## config.mk

```make
export PLATFORM = sky130hd
export DESIGN_NAME = mul_arbiter
export DESIGN_NICKNAME = d
export VERILOG_FILES = /design/src/rtl/mul_arb_pkg.sv /design/src/rtl/mul_arbiter_mul.sv /design/src/rtl/mul_arbiter.sv
export SDC_FILE = /design/constraint.sdc
export NUM_CORES = 1
export LEC_CHECK = 0
export CAP_MARGIN = 20
export CORE_ASPECT_RATIO = 1.4
export CORE_UTILIZATION = 50
export CTS_CLUSTER_DIAMETER = 60
export DETAILED_ROUTE_END_ITERATION = 8
export GPL_TIMING_DRIVEN = 0
export PLACE_DENSITY = 0.93
export SYNTH_ARGS = -nofsm -noshare
export SYNTH_HDL_FRONTEND = slang
export SYNTH_SLANG_ARGS = --single-unit
```

## constraint.sdc

```tcl
create_clock -name clk -period 6.7 [get_ports clk]
set_clock_uncertainty 0.1 [all_clocks]
set_input_delay 2.01 -clock clk [delete_from_list [all_inputs] [get_ports clk]]
set_output_delay 2.01 -clock clk [all_outputs]
set_load 0.02 [all_outputs]
```

## src/rtl/mul_arb_pkg.sv

```systemverilog
// ---------------------------------------------------------------------------
// mul_arb_pkg
// Shared definitions for the two-requester multiplier arbiter.
//   state_e   : arbiter FSM states (IDLE, CALC, RESP)
//   N_DEFAULT : default operand width in bits (product is 2*N bits)
// ---------------------------------------------------------------------------
package mul_arb_pkg;

    localparam int N_DEFAULT = 4;

    typedef enum logic [1:0] {
        IDLE = 2'd0,
        CALC = 2'd1,
        RESP = 2'd2
    } state_e;

endpackage

```

## src/rtl/mul_arbiter_mul.sv

```systemverilog
// ---------------------------------------------------------------------------
// mul
// Combinational unsigned N x N multiplier with a full 2N-bit product.
//   Y : output [2N-1:0]  product A*B, never truncated
//   A : input  [N-1:0]   unsigned operand
//   B : input  [N-1:0]   unsigned operand
// ---------------------------------------------------------------------------
module mul #(
    parameter int N = 4
) (
    output logic [2*N-1:0] Y,
    input  logic [N-1:0]   A,
    input  logic [N-1:0]   B
);

    // Zero-extend both operands so the multiply is evaluated at 2N bits.
    assign Y = {{N{1'b0}}, A} * {{N{1'b0}}, B};

endmodule

```

## src/rtl/mul_arbiter.sv

```systemverilog
// ---------------------------------------------------------------------------
// mul_arbiter
// Time-shares one unsigned N x N multiplier between two requesters.
// One operation is in flight at a time: IDLE accepts, CALC multiplies the
// registered operands, RESP presents the product until the owner takes it.
//
// Ports
//   clk, rst_n                 : clock, async active-low reset
//   reqK_valid/_a/_b (in)      : requester K operands pending
//   reqK_ready (out)           : requester K operands accepted this cycle
//   rspK_valid/_y (out)        : product for requester K available / value
//   rspK_ready (in)            : requester K consumes its product
//   busy (out)                 : FSM not in IDLE
// ---------------------------------------------------------------------------
module mul_arbiter
    import mul_arb_pkg::*;
#(
    parameter int N = N_DEFAULT
) (
    input  logic           clk,
    input  logic           rst_n,
    input  logic           req0_valid,
    input  logic [N-1:0]   req0_a,
    input  logic [N-1:0]   req0_b,
    output logic           req0_ready,
    input  logic           req1_valid,
    input  logic [N-1:0]   req1_a,
    input  logic [N-1:0]   req1_b,
    output logic           req1_ready,
    output logic           rsp0_valid,
    output logic [2*N-1:0] rsp0_y,
    input  logic           rsp0_ready,
    output logic           rsp1_valid,
    output logic [2*N-1:0] rsp1_y,
    input  logic           rsp1_ready,
    output logic           busy
);

    state_e         state_q, state_d;
    logic           last_q, last_d;     // index of the last granted requester
    logic           owner_q, owner_d;   // requester owning the in-flight op
    logic [N-1:0]   a_q, a_d;
    logic [N-1:0]   b_q, b_d;
    logic [2*N-1:0] y_q, y_d;
    logic [2*N-1:0] mul_y;
    logic           gnt;

    mul #(.N(N)) u_mul (
        .Y (mul_y),
        .A (a_q),
        .B (b_q)
    );

    // Single requester wins outright; on contention the one not granted
    // last wins. last_q resets to 1 so req0 takes the first contention.
    assign gnt = (req0_valid && req1_valid) ? ~last_q : req1_valid;

    always_comb begin
        state_d    = state_q;
        last_d     = last_q;
        owner_d    = owner_q;
        a_d        = a_q;
        b_d        = b_q;
        y_d        = y_q;
        req0_ready = 1'b0;
        req1_ready = 1'b0;
        rsp0_valid = 1'b0;
        rsp1_valid = 1'b0;
        case (state_q)
            IDLE: begin
                req0_ready = req0_valid && !gnt;
                req1_ready = req1_valid && gnt;
                if (req0_valid || req1_valid) begin
                    a_d     = gnt ? req1_a : req0_a;
                    b_d     = gnt ? req1_b : req0_b;
                    owner_d = gnt;
                    last_d  = gnt;
                    state_d = CALC;
                end
            end
            CALC: begin
                y_d     = mul_y;
                state_d = RESP;
            end
            RESP: begin
                rsp0_valid = !owner_q;
                rsp1_valid = owner_q;
                // Only the owner's ready releases the response.
                if (owner_q ? rsp1_ready : rsp0_ready) begin
                    state_d = IDLE;
                end
            end
            default: begin
                state_d = IDLE;
            end
        endcase
    end

    always_ff @(posedge clk or negedge rst_n) begin
        if (!rst_n) begin
            state_q <= IDLE;
            last_q  <= 1'b1;
            owner_q <= 1'b0;
            a_q     <= '0;
            b_q     <= '0;
            y_q     <= '0;
        end else begin
            state_q <= state_d;
            last_q  <= last_d;
            owner_q <= owner_d;
            a_q     <= a_d;
            b_q     <= b_d;
            y_q     <= y_d;
        end
    end

    assign busy   = (state_q != IDLE);
    assign rsp0_y = y_q;
    assign rsp1_y = y_q;

endmodule
```

; ---- Word-level counts from Yosys, hierarchy flattened
; Cells that the tools add are included.
; Widths: inputs -> output; s select.
[word_totals]
reg_bits = 20
elab_cells = 33
[classes]
mux = 11
reduce_logical = 10
eq_ne = 4
multipliers = 1
bitwise_logic = 1
[op_table]
columns = operator, n
row1 = $mul 4x4->8, 1
row2 = $mux 4, 2
row3 = $mux 1, 6
row4 = $pmux 2 s3, 1
row5 = $mux 2, 2
row6 = $ne 2x2->1 const B, 2
row7 = $reduce_and 2->1, 2
row8 = $logic_and 1x1->1, 3
row9 = $eq 2x1->1 const B, 1
row10 = $eq 2x2->1 const B, 1
row11 = $logic_not 1->1, 2
row12 = $logic_not 2->1, 1
row13 = $reduce_bool 2->1, 1
row14 = $logic_or 1x1->1, 1
row15 = $not 1->1, 1

; ---- Longest topological paths before layout
[depth]
word_depth = 5
ltp_mapped = 8

; ---- Modules after synthesis
; Synthesis repeated with hierarchy kept, for this count alone.
[unflattened]
hier_cells = 122
area_unflattened_um2 = 1443.9
[by_module_without_submodules]
columns = module, area_each_um2, seq_area_each_um2, cells_per_inst, n_inst
row1 = mul_arbiter, 979.7, 501.7, 71, 1
row2 = mul, 464.2, 0.0, 51, 1

; ---- Worst setup path before layout
; Ideal clock, no wire load.
[synth_timing]
path_type = input -> output
start = in req1_valid
end = out req1_ready
path_slack_ns = 2.016
required_ns = 4.590
arrival_ns = 2.574
stages = 2
cell_sequence = a21boi_4 and2_1
[synth_via]
elab_chain_cells = 4
[synth_lines]
columns = element, line_no
row1 = from (decl), mul_arbiter.sv:26  ; input logic req1_valid,
row2 = $logic_and 1x1->1, mul_arbiter.sv:56  ; assign gnt = (req0_valid && req1_valid) ? ~last_q : req1_valid;
row3 = $mux 1, mul_arbiter.sv:56
row4 = $logic_and 1x1->1 *, mul_arbiter.sv:72  ; req1_ready = req1_valid && gnt;
row5 = $mux 1 *, mul_arbiter.sv:69  ; case (state_q)
row6 = to (decl), mul_arbiter.sv:29  ; output logic req1_ready,
; Every way passes the cells marked *; elsewhere a longest branch is shown, timed or not.

; ---- Worst setup path after layout
; Same ends and word-level chain as after synthesis.

==> metrics.cfg <==
[worst_setup_path]
rr_startpoint = b_q[3]
cp_max_fo = 10
r2r_slack_ps = 3640
crit_required_ps = 4590
endpoint_kind = output port
crit_arrival_ps = 3700
worstSetupStartpoint = req1_valid
critical_path_class = primary input to output port
cp-start-kind = primary input

[detailed_routing]
drc_errors = 0
drt-initial-drc-count = 12
dr.pass1.iters = 4
num_vias = 1160
wl_mm = 2.925
wl_per_cell_um = 13.36
postRouteAntennaNets = 0
vias_per_cell = 5.297

[floorplan]
pin_count = 43
row_count = 22
fp.coreArea_um2 = 2670
start_util_pct = 53.09
die_x_um = 47
die_h_um = 65
die-area_um2 = 3055

[synth]
synth_compound_area_share_pct = 9.444
muxShareOfSynthArea_pct = 13.50
syn_area_per_cell_um2 = 10.35
ys_seq_area_share_pct = 35.39
async_reset_ff_share_pct = 100.0
synthSimpleGateAreaFrac_pct = 17.48
synth-warning-count = 0
synth_cells = 137
syn_nets = 175
synth_edf_count = 0
post_synth_fa_ha_maj_area_fraction_pct = 16.24
synth-seq-cells = 20
synth_xor_area_share_pct = 0.6178
synth_area_um2 = 1418
synth_cell_types = 34
synth_ff_type = dfrtp_1
synth_top_family_by_area = simple AND/OR/NAND/NOR gates

[global_routing]
grt_max_degree = 21
overflow = 0
grtUsageTotal_pct = 22.48
antenna_found_initial = 0
grt_pass1_vias = 1216
grt_pass1_wl_mm = 4.995

[finish]
nets = 222
antennaDiodeCount = 0
fin_util_pct = 72.49
final_common_cell = clkdlybuf4s50_1
regArea_um2 = 501.7
mostFrequentLayoutCells = clkdlybuf4s50_1, dfrtp_1, nand2_1, mux2_2, and2_1
multi_input_area_um2 = 812.0
syn2layout_area_growth_pct = 36.54
drive_above_1_share_pct = 19.13
n_fill_cell = 208

[sta]
slew_headroom_pct = 42.28
period_share_pct = 86.78
finalSetupViolCount = 0
finalCriticalPeriod_ps = 5814
max_freq_mhz = 172.0
worst_pin_slew_ps = 863.1
final_hold_viol_count = 0
whs_ps = 419.7
tns_ps = 0
rsz0062_at_grt = false
drv_slew = 0

[placed_design]
place.gp.congestion = 0.8559
port_buffers = 42
dpl.hpwl_mm = 2.422

[clocking]
cts.sinks = 20
cts_tree = done
clockBufferDepth = 2
cts_buffers = 3
cts_hold_buf = 0
insertion_delay_ps = 310
cts_resized = 0
post-cts-setup-buffers = 0
cts_root_buffer = clkbuf_4
clk_pin_slew_worst_paths_ps = 120
htreeDepth = 1

[min_path]
hold_path_class = register to register
hold_start = rsp0_y[2]

[status]
status = finished, final reports clean

[power]
p_per_area_nw_per_um2 = 538.0
leakagePower_nw = 0.8889
ir_drop_uv = 269.5

[job]
drv_cap = 0

## state kept, by name, summed over array words and instances (netlist names)
signal   count
b_q          4
owner_q      1
rsp0_y       8
a_q          4
last_q       1
state_q      2
## cell usage after synthesis (all sizes together), types with 2 or more instances
cell,number,area share [%]
a21oi,6,2.1
and2,13,5.7
buf,9,4.6
dfrtp,19,34
fa,4,5.6
ha,12,11
inv,9,2.4
mux2,17,14
nand2,16,4.2
nand2b,2,0.88
nand3,3,1.1
nor2,4,1.2
nor4bb,2,1.4
o2111ai,2,1.2
o21ai,3,1.3
or4,2,1.1
## path summary, 6_finish.rpt
path / to / depth (start not counted)
worst max-delay path: req1_ready / 4
worst min-delay path: rsp0_y[2] / 2
worst max register to register: rsp0_y[7] / 8
worst min register to register: rsp0_y[2] / 2
max in group asynchronous: b_q[2] / 1
min in group asynchronous: a_q[0] / 1
## kinds of logic after synthesis
family | Yosys count
DFF | 20
AOI/OAI and AO/OA | 18
and+or+nand+nor | 46
buffers and inverters | 19
xor gates and xnor gates | 1
adders and majority gates | 16
muxes | 17
## per-stage QoR
step | instance area (µm²) | std cells | power, mW | setup WS (ps)
after floorplan | 1418 | 137 | 0.7127 | 2016
after global placement | 1883 | 215 | 0.8953 | 924.5
after detailed placement | 1883 | 215 | 0.9413 | 874.5
after CTS | 1936 | 219 | 1.045 | 871.0
after global routing | 1936 | 219 | 1.131 | 818.7
final | 1936 | 219 | 1.041 | 885.8
## critical path, cell delays in order
cell and delay [ps]:
clkdlybuf4s50_1 520, a21boi_4 350, and2_1 210, clkdlybuf4s50_1 610
## layer usage
metal / track usage [%] / wire length [µm] / vias up
li1: - / - / 555
met1: 23.08 / 1068 / 547
met2: 42.71 / 1659 / 47
met3: 1.671 / 111 / 11
met4: 10.00 / 86 / 0
met5: 0 / 0 / -
## power by group
group	internal (mW)	switching [mW]	leakage (nW)
Sequential	0.183	0.0648	0.244
Clock	0.0605	0.0403	0.0279
Combinational	0.340	0.353	0.617
## cell type report
cell class	count	area share, %
multi-input cells	98	41.95
flip-flops and latches	20	25.92
repair buffers	42	21.72
plain buffers	10	3.620
well taps	36	2.327
inverters	9	1.745
clock inverters	1	1.551
clock buffers	3	1.164
(Power assumes the default switching activity.)
